$ cat config.mk
export PLATFORM = sky130hd
export DESIGN_NAME = mips_mc_control
export DESIGN_NICKNAME = d
export VERILOG_FILES = /design/src/rtl/mips_mc_pkg.sv /design/src/rtl/mips_alu_decoder.sv /design/src/rtl/mips_mc_control.sv
export SDC_FILE = /design/constraint.sdc
export NUM_CORES = 1
export LEC_CHECK = 0
export CORE_MARGIN = 2
export CORE_UTILIZATION = 41
export CTS_BUF_LIST = sky130_fd_sc_hd__clkbuf_4 sky130_fd_sc_hd__clkbuf_8
export CTS_CLUSTER_SIZE = 25
export DETAILED_ROUTE_END_ITERATION = 16
export GPL_ROUTABILITY_DRIVEN = 0
export HOLD_SLACK_MARGIN = 0.06
export PLACE_DENSITY_LB_ADDON = 0.15
export SETUP_SLACK_MARGIN = 0.3
export SLEW_MARGIN = 20
export SYNTH_ARGS = -nofsm -noshare
export SYNTH_HDL_FRONTEND = slang
export SYNTH_SLANG_ARGS = --single-unit
$ cat constraint.sdc
create_clock -name clk -period 2.1 [get_ports clk]
set_input_delay 0.525 -clock clk [delete_from_list [all_inputs] [get_ports clk]]
set_output_delay 0.525 -clock clk [all_outputs]
set_load 0.02 [all_outputs]
$ cat src/rtl/mips_mc_pkg.sv
`default_nettype none
// ============================================================================
// Module      : mips_mc_pkg
// Description : Shared types and codes for the multicycle MIPS controller:
//               state enum, opcode/funct values, ALU and mux-select codes.
// Revision    : 1.0 - initial release
// ============================================================================
package mips_mc_pkg;

    typedef enum logic [3:0] {
        S_FETCH  = 4'd0,
        S_DECODE = 4'd1,
        S_MEMADR = 4'd2,
        S_MEMRD  = 4'd3,
        S_MEMWB  = 4'd4,
        S_MEMWR  = 4'd5,
        S_EXEC   = 4'd6,
        S_ALUWB  = 4'd7,
        S_BRANCH = 4'd8,
        S_ADDIEX = 4'd9,
        S_ADDIWB = 4'd10,
        S_JUMP   = 4'd11,
        S_JAL    = 4'd12
    } state_t;

    // Opcodes (Instr[31:26])
    localparam logic [5:0] c_OP_RTYPE = 6'b000000;
    localparam logic [5:0] c_OP_LW    = 6'b100011;
    localparam logic [5:0] c_OP_SW    = 6'b101011;
    localparam logic [5:0] c_OP_BEQ   = 6'b000100;
    localparam logic [5:0] c_OP_ADDI  = 6'b001000;
    localparam logic [5:0] c_OP_J     = 6'b000010;
    localparam logic [5:0] c_OP_JAL   = 6'b000011;

    // R-type funct codes (Instr[5:0])
    localparam logic [5:0] c_FUNCT_ADD = 6'b100000;
    localparam logic [5:0] c_FUNCT_SUB = 6'b100010;
    localparam logic [5:0] c_FUNCT_AND = 6'b100100;
    localparam logic [5:0] c_FUNCT_OR  = 6'b100101;
    localparam logic [5:0] c_FUNCT_SLT = 6'b101010;

    // ALU operation codes
    localparam logic [2:0] c_ALU_ADD = 3'b010;
    localparam logic [2:0] c_ALU_SUB = 3'b110;
    localparam logic [2:0] c_ALU_AND = 3'b000;
    localparam logic [2:0] c_ALU_OR  = 3'b001;
    localparam logic [2:0] c_ALU_SLT = 3'b111;

    // Register destination select
    localparam logic [1:0] c_REGDST_RT = 2'b00;
    localparam logic [1:0] c_REGDST_RD = 2'b01;
    localparam logic [1:0] c_REGDST_RA = 2'b10;

    // Write-back source select
    localparam logic [1:0] c_WB_ALU = 2'b00;
    localparam logic [1:0] c_WB_MEM = 2'b01;
    localparam logic [1:0] c_WB_PC  = 2'b10;

    // ALU B operand select
    localparam logic [1:0] c_SRCB_REG   = 2'b00;
    localparam logic [1:0] c_SRCB_FOUR  = 2'b01;
    localparam logic [1:0] c_SRCB_IMM   = 2'b10;
    localparam logic [1:0] c_SRCB_IMMSH = 2'b11;

    // PC source select
    localparam logic [1:0] c_PCSRC_ALU    = 2'b00;
    localparam logic [1:0] c_PCSRC_ALUOUT = 2'b01;
    localparam logic [1:0] c_PCSRC_JUMP   = 2'b10;

    // States that stall on the shared memory and are guarded by the wait counter
    function automatic logic is_wait_state(input state_t s);
        return (s == S_FETCH) || (s == S_MEMRD) || (s == S_MEMWR);
    endfunction

endpackage
`default_nettype wire

$ cat src/rtl/mips_alu_decoder.sv
`default_nettype none
// ============================================================================
// Module      : mips_alu_decoder
// Description : Maps an R-type funct field to the ALU operation code and
//               flags whether the funct is one the datapath supports.
// Revision    : 1.0 - initial release
// ============================================================================
module mips_alu_decoder
    import mips_mc_pkg::*;
(
    input  logic [5:0] funct,
    output logic [2:0] alu_control,
    output logic       funct_valid
);

    // Funct lookup; unsupported codes fall back to add and report invalid
    always_comb begin
        alu_control = c_ALU_ADD;
        funct_valid = 1'b1;
        case (funct)
            c_FUNCT_ADD: alu_control = c_ALU_ADD;
            c_FUNCT_SUB: alu_control = c_ALU_SUB;
            c_FUNCT_AND: alu_control = c_ALU_AND;
            c_FUNCT_OR:  alu_control = c_ALU_OR;
            c_FUNCT_SLT: alu_control = c_ALU_SLT;
            default:     funct_valid = 1'b0;
        endcase
    end

endmodule
`default_nettype wire

$ cat src/rtl/mips_mc_control.sv
`default_nettype none
// ============================================================================
// Module      : mips_mc_control
// Description : Multicycle MIPS control FSM with memory-wait timeout.
//               Optional feature macro: MIPS_MC_JAL_EN (adds the jal state).
// Revision    : 1.0 - initial release
// ============================================================================
module mips_mc_control
    import mips_mc_pkg::*;
#(
    parameter int WAIT_MAX = 15
) (
    input  logic       clk,
    input  logic       reset,
    input  logic [5:0] op,
    input  logic [5:0] funct,
    input  logic       zero,
    input  logic       mem_ready,
    output logic       pc_en,
    output logic       iord,
    output logic       mem_read,
    output logic       mem_write,
    output logic       ir_write,
    output logic       reg_write,
    output logic       alu_src_a,
    output logic [1:0] reg_dst,
    output logic [1:0] mem_to_reg,
    output logic [1:0] alu_src_b,
    output logic [1:0] pc_src,
    output logic [2:0] alu_control,
    output logic [3:0] state,
    output logic       illegal_op,
    output logic       mem_timeout
);

    // The counter only has to reach WAIT_MAX-1: the final wait cycle is
    // recognised combinationally from that value.
    localparam int               c_CNT_W    = (WAIT_MAX < 2) ? 1 : $clog2(WAIT_MAX);
    localparam logic [c_CNT_W-1:0] c_CNT_LAST = c_CNT_W'(WAIT_MAX - 1);

    state_t              r_state;
    state_t              w_next_state;
    state_t              w_decode_next;
    logic [c_CNT_W-1:0]  r_wait_cnt;
    logic                w_wait_state;
    logic                w_timeout;
    logic                w_op_legal;
    logic [2:0]          w_alu_funct;
    logic                w_funct_valid;

    mips_alu_decoder u_alu_decoder (
        .funct       (funct),
        .alu_control (w_alu_funct),
        .funct_valid (w_funct_valid)
    );

    assign w_wait_state = is_wait_state(r_state);
    assign w_timeout    = w_wait_state && !mem_ready && (r_wait_cnt == c_CNT_LAST) && !reset;
    assign state        = r_state;
    assign mem_timeout  = w_timeout;
    assign illegal_op   = (r_state == S_DECODE) && !w_op_legal;

    // State register and wait counter; counter restarts on every state entry
    always_ff @(posedge clk or posedge reset) begin
        if (reset) begin
            r_state    <= S_FETCH;
            r_wait_cnt <= '0;
        end else begin
            r_state <= w_next_state;
            if ((w_next_state != r_state) || w_timeout) begin
                r_wait_cnt <= '0;
            end else if (w_wait_state && !mem_ready) begin
                r_wait_cnt <= r_wait_cnt + c_CNT_W'(1);
            end
        end
    end

    // Opcode dispatch out of DECODE and legality of the fetched instruction
    always_comb begin
        w_decode_next = S_FETCH;
        w_op_legal    = 1'b1;
        case (op)
            c_OP_LW, c_OP_SW: w_decode_next = S_MEMADR;
            c_OP_RTYPE: begin
                if (w_funct_valid) w_decode_next = S_EXEC;
                else               w_op_legal    = 1'b0;
            end
            c_OP_BEQ:  w_decode_next = S_BRANCH;
            c_OP_ADDI: w_decode_next = S_ADDIEX;
            c_OP_J:    w_decode_next = S_JUMP;
`ifdef MIPS_MC_JAL_EN
            c_OP_JAL:  w_decode_next = S_JAL;
`endif
            default:   w_op_legal = 1'b0;
        endcase
    end

    // Per-state control outputs and next state; everything idles at 0
    always_comb begin
        w_next_state = r_state;
        pc_en        = 1'b0;
        iord         = 1'b0;
        mem_read     = 1'b0;
        mem_write    = 1'b0;
        ir_write     = 1'b0;
        reg_write    = 1'b0;
        alu_src_a    = 1'b0;
        reg_dst      = c_REGDST_RT;
        mem_to_reg   = c_WB_ALU;
        alu_src_b    = c_SRCB_REG;
        pc_src       = c_PCSRC_ALU;
        alu_control  = c_ALU_AND;
        case (r_state)
            S_FETCH: begin
                mem_read    = 1'b1;
                alu_src_b   = c_SRCB_FOUR;
                alu_control = c_ALU_ADD;
                // Writes are suppressed while reset is held
                ir_write    = mem_ready && !reset;
                pc_en       = mem_ready && !reset;
                if (mem_ready) w_next_state = S_DECODE;
                else if (w_timeout) w_next_state = S_FETCH;
            end
            S_DECODE: begin
                alu_src_b    = c_SRCB_IMMSH;
                alu_control  = c_ALU_ADD;
                w_next_state = w_decode_next;
            end
            S_MEMADR: begin
                alu_src_a    = 1'b1;
                alu_src_b    = c_SRCB_IMM;
                alu_control  = c_ALU_ADD;
                w_next_state = (op == c_OP_SW) ? S_MEMWR : S_MEMRD;
            end
            S_MEMRD: begin
                mem_read = 1'b1;
                iord     = 1'b1;
                if (mem_ready)      w_next_state = S_MEMWB;
                else if (w_timeout) w_next_state = S_FETCH;
            end
            S_MEMWB: begin
                reg_write    = 1'b1;
                reg_dst      = c_REGDST_RT;
                mem_to_reg   = c_WB_MEM;
                w_next_state = S_FETCH;
            end
            S_MEMWR: begin
                mem_write = 1'b1;
                iord      = 1'b1;
                if (mem_ready || w_timeout) w_next_state = S_FETCH;
            end
            S_EXEC: begin
                alu_src_a    = 1'b1;
                alu_src_b    = c_SRCB_REG;
                alu_control  = w_alu_funct;
                w_next_state = S_ALUWB;
            end
            S_ALUWB: begin
                reg_write    = 1'b1;
                reg_dst      = c_REGDST_RD;
                mem_to_reg   = c_WB_ALU;
                w_next_state = S_FETCH;
            end
            S_BRANCH: begin
                alu_src_a    = 1'b1;
                alu_src_b    = c_SRCB_REG;
                alu_control  = c_ALU_SUB;
                pc_src       = c_PCSRC_ALUOUT;
                pc_en        = zero;
                w_next_state = S_FETCH;
            end
            S_ADDIEX: begin
                alu_src_a    = 1'b1;
                alu_src_b    = c_SRCB_IMM;
                alu_control  = c_ALU_ADD;
                w_next_state = S_ADDIWB;
            end
            S_ADDIWB: begin
                reg_write    = 1'b1;
                reg_dst      = c_REGDST_RT;
                mem_to_reg   = c_WB_ALU;
                w_next_state = S_FETCH;
            end
            S_JUMP: begin
                pc_src       = c_PCSRC_JUMP;
                pc_en        = 1'b1;
                w_next_state = S_FETCH;
            end
`ifdef MIPS_MC_JAL_EN
            S_JAL: begin
                reg_write    = 1'b1;
                reg_dst      = c_REGDST_RA;
                mem_to_reg   = c_WB_PC;
                pc_src       = c_PCSRC_JUMP;
                pc_en        = 1'b1;
                w_next_state = S_FETCH;
            end
`endif
            default: w_next_state = S_FETCH;
        endcase
    end

endmodule
`default_nettype wire

==> reports/metrics.yaml, run 1 <==
run_status:
  status: "aborted with a tool error"
  failed_stage: "global routing (5_1_grt)"
  firstError: "[ERROR DPL-0038] Utilization greater than 100%, impossible to legalize"
synth:
  synth.distinct_cells: 53
  synth_top_area_cell: "dfrtp_1"
  synth_top_area_share_pct: 20.8
  synth-edff-count: 0
  ys_ff_latch: 8
  synthArstFlopShare_pct: 100
  postSynthCellCount: 125
  synth_most_common_cell: "nor2_1"
  synth-seq-area-share_pct: 20.8
  syn_area_sq_um: 963
  postSynthAreaPerCell_sq_um: 7.71
  yosys-top-cells-count: "15 x nor2_1, 11 x nand2_1, 8 x dfrtp_1"
  ys.flop_type: "dfrtp_1"
  synth.area.top_cells: "dfrtp_1 21%, nor2_1 5.8%, nand2_1 4.3%"
  yosysWarningCount: 0
clock_tree:
  cts_buffer_depth: 2
  cts.hold.buffers_added: 0
  numCtsBuffers: 3
  htree_levels: 1
  cts-root-buf: "clkbuf_4"
  cts.sinks: 8
floorplan:
  ios: 40
  fp-row-count: 17
  die_w_microns: 52.5
  die_y_microns: 52.5
  initial_utilization_pct: 43.6
global_route:
  grt_max_degree: 13
timing:
  worstEndpointGrtRepair: "illegal_op"
  worst-ep-kind: "top-level output"
placement:
  post-place-ws_ps: -999
  port_buffers: 37
  dp_cells: 219
  hpwl_microns: 2560
  dpl_cell_area_sq_um: 1760
==> cells by family after synthesis <==
family | share of synthesized area, %
AOI/OAI and AO/OA | 24.8
and+or+nand+nor | 35.6
other | 0.389
buffers and inverters | 8.70
adders and majority gates | 2.60
DFF | 20.8
xor gates and xnor gates | 7.14
==> repair_timing <==
item / in CTS
buffers inserted: 21
pin swaps: 25
setup endpoints to repair: 28
resized for setup: 201
==> metrics by stage <==
stage | TNS, ps | hold slack [ps]
global placement | -5330 | 520
CTS | -128 | 371
detailed placement | -5960 | 537
floorplan | 0 | 346
==> inputs of run 2 (changes only) <==
--- a/config.mk
+++ b/config.mk
@@ -6,14 +6,10 @@
 export NUM_CORES = 1
 export LEC_CHECK = 0
 export CORE_MARGIN = 2
-export CORE_UTILIZATION = 41
-export CTS_BUF_LIST = sky130_fd_sc_hd__clkbuf_4 sky130_fd_sc_hd__clkbuf_8
-export CTS_CLUSTER_SIZE = 25
+export CORE_UTILIZATION = 26
 export DETAILED_ROUTE_END_ITERATION = 16
 export GPL_ROUTABILITY_DRIVEN = 0
-export HOLD_SLACK_MARGIN = 0.06
 export PLACE_DENSITY_LB_ADDON = 0.15
-export SETUP_SLACK_MARGIN = 0.3
 export SLEW_MARGIN = 20
 export SYNTH_ARGS = -nofsm -noshare
 export SYNTH_HDL_FRONTEND = slang
==> run 2 against run 1 <==
Against the previous run: the flow now finishes, with violations (setup timing); synthesized cell count is the same; area after synthesis unchanged.
==> reports/metrics.yaml, run 2 <==
placement:
  port_buffers: 37  # unchanged
  hpwl_microns: 2440  # -4.5%
  dpl_cell_area_sq_um: 1650  # -6.3%
  dp_cells: 241  # +10%
  post-place-ws_ps: -941  # +57.5 ps
synth:
  postSynthAreaPerCell_sq_um: 7.71  # unchanged
  muxShareOfSynthArea_pct: 0  # unchanged
  synth-xor-area-share_pct: 7.14  # unchanged
  synthAdderAreaFrac_pct: 2.60  # unchanged
  postSynthCellCount: 125  # unchanged
  synth.area.top_cells: "dfrtp_1 21%, nor2_1 5.8%, nand2_1 4.3%"
  ys.flop_type: "dfrtp_1"
  synthSimpleGateAreaFrac_pct: 35.6  # unchanged
  yosys-top-cells-count: "15 x nor2_1, 11 x nand2_1, 8 x dfrtp_1"
  synth.distinct_cells: 53  # unchanged
  synth-compound-area-share_pct: 24.8  # unchanged
  synthArstFlopShare_pct: 100  # unchanged
  ys_ff_latch: 8  # unchanged
  syn_area_sq_um: 963  # unchanged
  synth_top_area_cell: "dfrtp_1"
  synth_top_area_share_pct: 20.8  # unchanged
  synth-seq-area-share_pct: 20.8  # unchanged
  synth_top_family_by_area: "simple AND/OR/NAND/NOR gates"
  synth-edff-count: 0  # unchanged
  synth_most_common_cell: "nor2_1"
  yosysWarningCount: 0  # unchanged
timing:
  fmax_ghz: 0.453
  slew_violations: 0
  clock_skew_ps: 0.893
  setup_viol: 1
  fin_crit_sh_pct: 105
  finalHoldViolCount: 0
  fin_ws_ps: -106
  rsz0062_at_grt: "true"
  whs_ps: 432
  min_period_ps: 2210
clock_tree:
  cts_tree: "done"
  cts.sinks: 8  # unchanged
  clock_latency_ps: 220
  numCtsBuffers: 3  # unchanged
  htree_levels: 1  # unchanged
  cts_buffer_depth: 2  # unchanged
  cts-root-buf: "clkbuf_8"
  path_clk_slew_ps: 40
worst_setup_path:
  path_class: "input pin to output port"
  cp_max_fo: 2
  critPathLaunchType: "input pin"
  slowest_delay_ps: 510
  path_delay_family: "simple AND/OR/NAND/NOR gates"
  endpoint: "illegal_op"
  cp.depth: 6
  cp_cell_sequence: "buf_8, nor4_4, or4b_4, nand2_2, nor2_2, buf_6"
  timing.rr.start: "state[2]$_DFF_PP0_"
  worst-path-buf-inv: 2
  r2r_end: "r_wait_cnt[1]$_DFFE_PP0P_"
  cp.required_ps: 1570
  cp-end-kind: "output port"
  cp_data_arrival_time_ps: 1680
  worstSetupStartpoint: "op[0]"
  ff2ff_path_depth: 7
  r2r_slack_ps: 270
  cp_slowest_cell: "or4b_4"
routing:
  drtIter0Drc: 39
  viasPerCell: 4.77
  wirelength_microns: 3360
  dr.pass1.iters: 4
  drc: 0
  via_count: 1221
  routedWlPerCell_microns: 13.1
  ant_nets: 0
power_and_ir_drop:
  leakage_nw: 0.871
  power_density_nw_per_um2: 909
  peakVddDrop_uv: 321
global_route:
  grt_pass1_wl_microns: 5480
  grt.busiest_layer: "met2"
  grt_usage_pct: 16.0
  antenna_found_initial: 0
  met2_usage_pct: 30.0
  gr-usage-met1_pct: 20.8
  overflow: 0
  grt_use_met3_pct: 0.521
  grt_pass1_vias: 1217
  grt_max_degree: 11
finish:
  area_growth_syn_to_layout_pct: 94.0
  instances_no_fill: 256
  final_core_util_pct: 51.8
  final_cell_mix: "53 x buf_4, 12 x nor2_1, 10 x nand2_1"
  nets: 228
  num_antenna_cells: 0
  final_common_cell: "buf_4"
  fill_cells: 367
  drive_above_1_share_pct: 52.4
  final_area_sq_um: 1870
flow_run:
  drv_cap: 0
floorplan:
  dieArea_sq_um: 4210
  initial_utilization_pct: 26.7  # -17 points
  die_w_microns: 64.9  # +24%
  fp-row-count: 22  # +5
  ios: 40  # unchanged
  coreArea_sq_um: 3610
  die_y_microns: 64.9  # +24%
run_status:
  status: "complete, but fails checks"
  violations: "setup timing"
hold_path:
  min_path_type: "input pin to asynchronous set/reset pin"
## run 2: cell counts after synthesis
Identical to the previous run, type by type.
## run 2: area by class of cell
type	instances	area, sq um	share of cell area (%)
clock buffer	3	41.3	2.21
timing repair buffer	90	726	38.8
tap	48	60.1	3.21
inverter	5	18.8	1.00
sequential	8	205	11.0
multi-input combinational	102	818	43.8
## run 2: kinds of logic (layout without fill, tap and decap cells)
group | count (synthesis) | in the layout
AOI/OAI and AO/OA | 29 | 29
xor gates and xnor gates | 7 | 7
adders and majority gates | 2 | 2
buffers and inverters | 16 | 98
DFF | 8 | 8
other | 1 | 2
and+or+nand+nor | 62 | 62
## run 2: worst register-to-register path: stages, from the launching register on
cell and delay (ps):
dfrtp_2 450, buf_4 180, buf_4 160, nor3b_2 360
nand3_4 110, a32oi_2 230, a21oi_2 110, a211oi_2 150
## run 2: what timing repair did
item | CTS | global route
setup endpoints to repair | 18 | 15
resized for setup | 86 | 46
hold buffers | 0 | 0
setup buffers | 9 | 4
pin swaps | 10 | 8
## run 2: through the flow
stage	TNS [ps]	total power (W)
final	-106	0.00170
after global routing	-160	0.00182
after CTS	-296	0.00161
after detailed placement	-5310	0.00144
after global placement	-4980	0.00143
after floorplan	-515	0.000872
## run 2: routing by layer
| layer | vias up | wire length (microns) |
|---|---|---|
| met3 | 0 | 91 |
| li1 | 618 | - |
| met2 | 25 | 1770 |
| met5 | - | 0 |
| met1 | 578 | 1500 |
| met4 | 0 | 0 |
## run 2: worst min path at each step
stage / startpoint / endpoint / slack, ps / cells after the start
finish: reset / state[1]$_DFF_PP0_ / 430 / 3
global route: reset / r_wait_cnt[2]$_DFFE_PP0P_ / 460 / 3
CTS: reset / r_wait_cnt[2]$_DFFE_PP0P_ / 440 / 3
detailed placement: r_wait_cnt[3]$_DFFE_PP0P_ / r_wait_cnt[3]$_DFFE_PP0P_ / 540 / 2
global placement: r_wait_cnt[3]$_DFFE_PP0P_ / r_wait_cnt[3]$_DFFE_PP0P_ / 520 / 2
floorplan: reset / r_wait_cnt[0]$_DFFE_PP0P_ / 350 / 1
## run 2: report_power, final
part / total (W) / internal, W / switching (W)
logic: 0.00127 / 0.000619 / 0.000653
clock network: 0.000180 / 0.000124 / 0.0000561
registers: 0.000248 / 0.000195 / 0.0000530
No activity file was read; power rests on OpenSTA's default activity.
==> inputs of run 3 (changes only) <==
--- a/config.mk
+++ b/config.mk
@@ -5,11 +5,11 @@
 export SDC_FILE = /design/constraint.sdc
 export NUM_CORES = 1
 export LEC_CHECK = 0
+export CAP_MARGIN = 10
 export CORE_MARGIN = 2
 export CORE_UTILIZATION = 26
 export DETAILED_ROUTE_END_ITERATION = 16
 export GPL_ROUTABILITY_DRIVEN = 0
-export PLACE_DENSITY_LB_ADDON = 0.15
 export SLEW_MARGIN = 20
 export SYNTH_ARGS = -nofsm -noshare
 export SYNTH_HDL_FRONTEND = slang
==> run 3 against run 2 <==
Against the previous run: sequential power barely moved; highest routed layer is now met4; the run still ends with setup timing left; largest cell class unchanged; design area barely moved; clock skew rose by 3.8 ps; fmax fell by 0.21%; worst hold slack got worse by 3.9 ps; largest power group unchanged; routed wire length fell by 0.24%; die area did not move; non-clock buffer count fell by 2.
==> reports/metrics.yaml, run 3 (synthesized netlist as in run 2, its figures left out) <==
worst_setup_path:
  ff2ff_path_depth: 8  # +1
  worst-path-buf-inv: 2  # unchanged
  cp_cell_sequence: "buf_4, nor2b_4, o221ai_4, or4b_4, nand2_2, nor2_1, buf_4"
  cp-end-kind: "output port"
  cp_max_fo: 2  # unchanged
  slowest_delay_ps: 500  # about the same
  path_delay_family: "simple AND/OR/NAND/NOR gates"
  r2r_slack_ps: 310  # +40 ps
  cp_slowest_cell: "or4b_4"
  critPathLaunchType: "input pin"
  cp_data_arrival_time_ps: 1690  # about the same
  r2r_end: "r_wait_cnt[1]$_DFFE_PP0P_"
  cp.required_ps: 1570  # about the same
  cp_common_cell: "buf_4"
  timing.rr.start: "state[0]$_DFF_PP0_"
  path_class: "input pin to output port"
  worstSetupStartpoint: "funct[1]"
flow_run:
  drv_cap: 0  # unchanged
clock_tree:
  cts_buffer_depth: 2  # unchanged
  numCtsBuffers: 3  # unchanged
  cts-root-buf: "clkbuf_8"
  cts.hold.buffers_added: 0  # unchanged
  path_clk_slew_ps: 40  # about the same
  clock_latency_ps: 230  # about the same
  cts_tree: "done"
  htree_levels: 1  # unchanged
  cts.sinks: 8  # unchanged
timing:
  fin_crit_sh_pct: 105  # +0.22 points
  whs_ps: 428  # -3.87 ps
  finalHoldViolCount: 0  # unchanged
  min_period_ps: 2210  # +4.57 ps
  fmax_ghz: 0.452  # -0.21%
  clock_skew_ps: 4.66  # +3.77 ps
  rsz0062_at_grt: "true"
  slew_violations: 0  # unchanged
  fin_ws_ps: -110  # -4.57 ps
  setup_viol: 1  # unchanged
routing:
  wirelength_microns: 3350  # -0.24%
  routedWlPerCell_microns: 13.2  # +0.55%
  via_count: 1279  # +4.8%
  drc: 0  # unchanged
  ant_nets: 0  # unchanged
  dr.pass1.iters: 6  # +2
  viasPerCell: 5.04  # +5.6%
  drtIter0Drc: 28  # -28%
floorplan:
  coreArea_sq_um: 3610  # unchanged
  initial_utilization_pct: 26.7  # unchanged
  ios: 40  # unchanged
  die_w_microns: 64.9  # unchanged
  die_y_microns: 64.9  # unchanged
  fp-row-count: 22  # unchanged
  dieArea_sq_um: 4210  # unchanged
power_and_ir_drop:
  leakage_nw: 0.876  # +0.65%
  peakVddDrop_uv: 441  # +37%
  power_w: 0.00176  # +3.4%
  power_density_nw_per_um2: 939  # +3.3%
finish:
  final_common_cell: "buf_4"
  num_antenna_cells: 0  # unchanged
  drive_above_1_share_pct: 51.5  # -0.95 points
  nets: 226  # -0.88%
  area_growth_syn_to_layout_pct: 94.2  # about the same
  fill_cells: 337  # -8.2%
  final_cell_mix: "46 x buf_4, 13 x buf_6, 12 x nor2_1"
placement:
  port_buffers: 37  # unchanged
  hpwl_microns: 2520  # +3.2%
global_route:
  grt_usage_pct: 16.3  # +0.35 points
  grt_max_degree: 12  # +1
  antenna_found_initial: 0  # unchanged
  grt_pass1_wl_microns: 5460  # -0.26%
  overflow: 0  # unchanged
  grt_pass1_vias: 1219  # +0.16%
run_status:
  violations: "setup timing"
  status: "complete, but fails checks"
hold_path:
  min_path_type: "input pin to asynchronous set/reset pin"
==> run 3: changes by cell type in the layout (fill, tap and decap cells not counted), sizes merged <==
cell           before  now
buf                63   66
clkbuf             11    9
clkdlybuf4s15       5    2
==> run 3: where the power goes <==
part	switching [W]	leakage, nW	total (W)	internal (W)
combinational	0.000644	0.750	0.00131	0.000671
clock	0.0000668	0.0216	0.000192	0.000125
sequential	0.0000564	0.104	0.000251	0.000194
==> run 3: through the flow <==
| step | setup TNS (ps) | cells | setup slack [ps] | utilization [%] | area [sq um] |
|---|---|---|---|---|---|
| 4_1_cts | -219 | 248 | -215 | 50.0 | 1800 |
| 6_report | -110 | 254 | -110 | 51.9 | 1870 |
| 3_3_place_gp | -5500 | 240 | -921 | 45.4 | 1640 |
| 3_5_place_dp | -5900 | 240 | -1020 | 45.4 | 1640 |
| 2_1_floorplan | -515 | 126 | -184 | - | 972 |
| 5_1_grt | -254 | 254 | -166 | 51.9 | 1870 |
==> run 3: tightest hold or removal path: stages <==
cell	delay, ps
dlygate4sd2_1	240
inv_1	70
buf_4	170
==> run 3: cell type report <==
type	count	area [sq um]	share of cell area, %
multi-input cells	102	810	43.3
repair buffers	88	737	39.4
flip-flops and latches	8	204	10.9
well taps	48	60.1	3.21
clock buffers	3	41.3	2.21
inverters	5	18.8	1.00
==> run 3: how the worst max path moves through the flow <==
stage                       endpoint  slack [ps]  depth (start not counted)
after floorplan                pc_en        -180                          4
after global placement    illegal_op        -920                          7
after detailed placement  illegal_op       -1020                          7
after CTS                 illegal_op        -210                          7
after global routing      illegal_op        -170                          7
final                     illegal_op        -110                          7
==> run 3: metal layers <==
layer	track usage, %	part of all wire, %
met5	0	0
met2	30.5	55
met1	19.8	40
met3	1.04	3.5
met4	4.79	1.2
==> run 3: timing repair <==
item	4_1_cts	5_1_grt
resized for setup	104	40
pin swaps	7	11
buffers inserted	5	7
endpoints found under the setup margin	19	13
==> inputs of run 4 (changes only) <==
--- a/config.mk
+++ b/config.mk
@@ -10,6 +10,7 @@
 export CORE_UTILIZATION = 26
 export DETAILED_ROUTE_END_ITERATION = 16
 export GPL_ROUTABILITY_DRIVEN = 0
+export MAX_ROUTING_LAYER = met4
 export SLEW_MARGIN = 20
 export SYNTH_ARGS = -nofsm -noshare
 export SYNTH_HDL_FRONTEND = slang
==> run 4 against run 3 <==
Against the previous run: the flow still finishes with violations (setup timing); highest routed layer unchanged; register-to-register slack is essentially flat; cell count stayed put; sequential power about the same; total power is 0.22% lower; sequential share of layout area is the same; clock power fell by 3%; die area unchanged.
==> reports/metrics.yaml, run 4 (synthesized netlist as in run 2, its figures left out) <==
run_status:
  status: "complete, but fails checks"
  violations: "setup timing"
worst_setup_path:
  worst-path-buf-inv: 2  # unchanged
  cp_slowest_cell: "or4b_4"
  cp_max_fo: 2  # unchanged
  cp.depth: 7  # unchanged
  cp_data_arrival_time_ps: 1680  # about the same
  slowest_delay_ps: 500  # about the same
  r2r_slack_ps: 320  # about the same
  path_delay_family: "simple AND/OR/NAND/NOR gates"
  endpoint: "illegal_op"
  r2r_end: "r_wait_cnt[1]$_DFFE_PP0P_"
  worstSetupStartpoint: "funct[1]"
  timing.rr.start: "state[0]$_DFF_PP0_"
  cp.required_ps: 1570  # about the same
  ff2ff_path_depth: 8  # unchanged
  cp_cell_sequence: "buf_4, nor2b_4, o221ai_4, or4b_4, nand2_2, nor2_1, buf_4"
  cp-end-kind: "output port"
  cp_common_cell: "buf_4"
  critPathLaunchType: "input pin"
  path_class: "input pin to output port"
clock_tree:
  cts-root-buf: "clkbuf_8"
  numCtsBuffers: 3  # unchanged
  cts_tree: "done"
  cts.sinks: 8  # unchanged
  clock_latency_ps: 230  # about the same
  cts_buffer_depth: 2  # unchanged
  htree_levels: 1  # unchanged
  path_clk_slew_ps: 40  # about the same
floorplan:
  coreArea_sq_um: 3610  # unchanged
  die_w_microns: 64.9  # unchanged
  dieArea_sq_um: 4210  # unchanged
  fp-row-count: 22  # unchanged
  die_y_microns: 64.9  # unchanged
  ios: 40  # unchanged
  initial_utilization_pct: 26.7  # unchanged
finish:
  final_area_sq_um: 1870  # unchanged
  num_antenna_cells: 0  # unchanged
  drive_above_1_share_pct: 51.5  # unchanged
  final_common_cell: "buf_4"
  instances_no_fill: 254  # unchanged
  area_growth_syn_to_layout_pct: 94.2  # unchanged
  fill_cells: 337  # unchanged
  nets: 226  # unchanged
  final_cell_mix: "46 x buf_4, 13 x buf_6, 12 x nor2_1"
timing:
  rsz0062_at_grt: "true"
  setup_viol: 1  # unchanged
  finalHoldViolCount: 0  # unchanged
  fin_ws_ps: -109  # +1.22 ps
  fmax_ghz: 0.453  # about the same
  clock_skew_ps: 2.18  # -2.48 ps
  slew_violations: 0  # unchanged
  fin_crit_sh_pct: 105  # about the same
  min_period_ps: 2210  # -1.22 ps
routing:
  routedWlPerCell_microns: 13.2  # +0.30%
  dr.pass1.iters: 4  # -2
  via_count: 1260  # -1.5%
  ant_nets: 0  # unchanged
  wl_met3_microns: 109  # -7.6%
  wirelength_microns: 3360  # +0.30%
  drc: 0  # unchanged
  drtIter0Drc: 44  # +57%
  met1_length_microns: 1370  # +1.6%
  topRoutingLayerUsed: "met4"
  wl_met2_microns: 1870  # +1.2%
  viasPerCell: 4.96  # -1.5%
global_route:
  grt_usage_pct: 16.8  # +0.48 points
  overflow: 0  # unchanged
  grt_pass1_wl_microns: 5480  # +0.26%
  antenna_found_initial: 0  # unchanged
  grt_pass1_vias: 1222  # +0.25%
  grt_max_degree: 12  # unchanged
placement:
  dpl_cell_area_sq_um: 1640  # unchanged
  post-place-ws_ps: -1020  # unchanged
  port_buffers: 37  # unchanged
  dp_cells: 240  # unchanged
  hpwl_microns: 2520  # unchanged
power_and_ir_drop:
  power_density_nw_per_um2: 937  # -0.22%
  leakage_nw: 0.876  # unchanged
  peakVddDrop_uv: 436  # -1.1%
flow_run:
  drv_cap: 0  # unchanged
hold_path:
  min_path_type: "input pin to asynchronous set/reset pin"
-- run 4: timing repair --
| action | 4_1_cts | 5_1_grt |
|---|---|---|
| hold buffers | 0 | 0 |
| endpoints found under the hold margin | 0 | 0 |
| gates resized for setup | 104 | 40 |
| setup buffers | 5 | 7 |
| pin swaps | 7 | 11 |
| setup endpoints to repair | 19 | 13 |
-- run 4: area by class of cell --
cell class,count,area [sq um],share of cell area [%]
multi-input combinational,102,810,43.3
timing repair buffer,88,737,39.4
sequential,8,204,10.9
tap,48,60.1,3.21
clock buffer,3,41.3,2.21
inverter,5,18.8,1.00
-- run 4: worst min-delay path, cell delays in order --
cell           delay (ps)
dlygate4sd2_1         240
inv_1                  70
buf_4                 170
-- run 4: through the flow --
stage	util, %	total power, W	TNS (ps)	hold WS [ps]
6_report	51.9	0.00175	-109	433
5_1_grt	51.9	0.00188	-254	469
4_1_cts	50.0	0.00165	-219	438
3_5_place_dp	45.4	0.00141	-5900	543
3_3_place_gp	45.4	0.00139	-5500	521
2_1_floorplan	-	0.000872	-515	346
-- run 4: metal layers --
layer  GRT usage (%)  vias up
met5               -        -
met4            4.79        0
met3            1.04        4
met2            30.5       31
met1            19.9      604
li1                -      621
-- run 4: worst min-delay path by stage --
stage                              startpoint                         to  slack, ps  depth (start not counted)
floorplan                               reset  r_wait_cnt[0]$_DFFE_PP0P_        350                          1
global placement    r_wait_cnt[3]$_DFFE_PP0P_  r_wait_cnt[3]$_DFFE_PP0P_        520                          2
detailed placement  r_wait_cnt[3]$_DFFE_PP0P_  r_wait_cnt[3]$_DFFE_PP0P_        540                          2
CTS                                     reset         state[0]$_DFF_PP0_        440                          3
global route                            reset  r_wait_cnt[0]$_DFFE_PP0P_        470                          3
finish                                  reset         state[1]$_DFF_PP0_        430                          3
-- run 4: where the power goes --
group | total [W] | switching [W] | internal [W]
sequential | 0.000250 | 0.0000560 | 0.000194
clock | 0.000187 | 0.0000624 | 0.000124
combinational | 0.00132 | 0.000645 | 0.000671
total | 0.00175 | 0.000763 | 0.000990
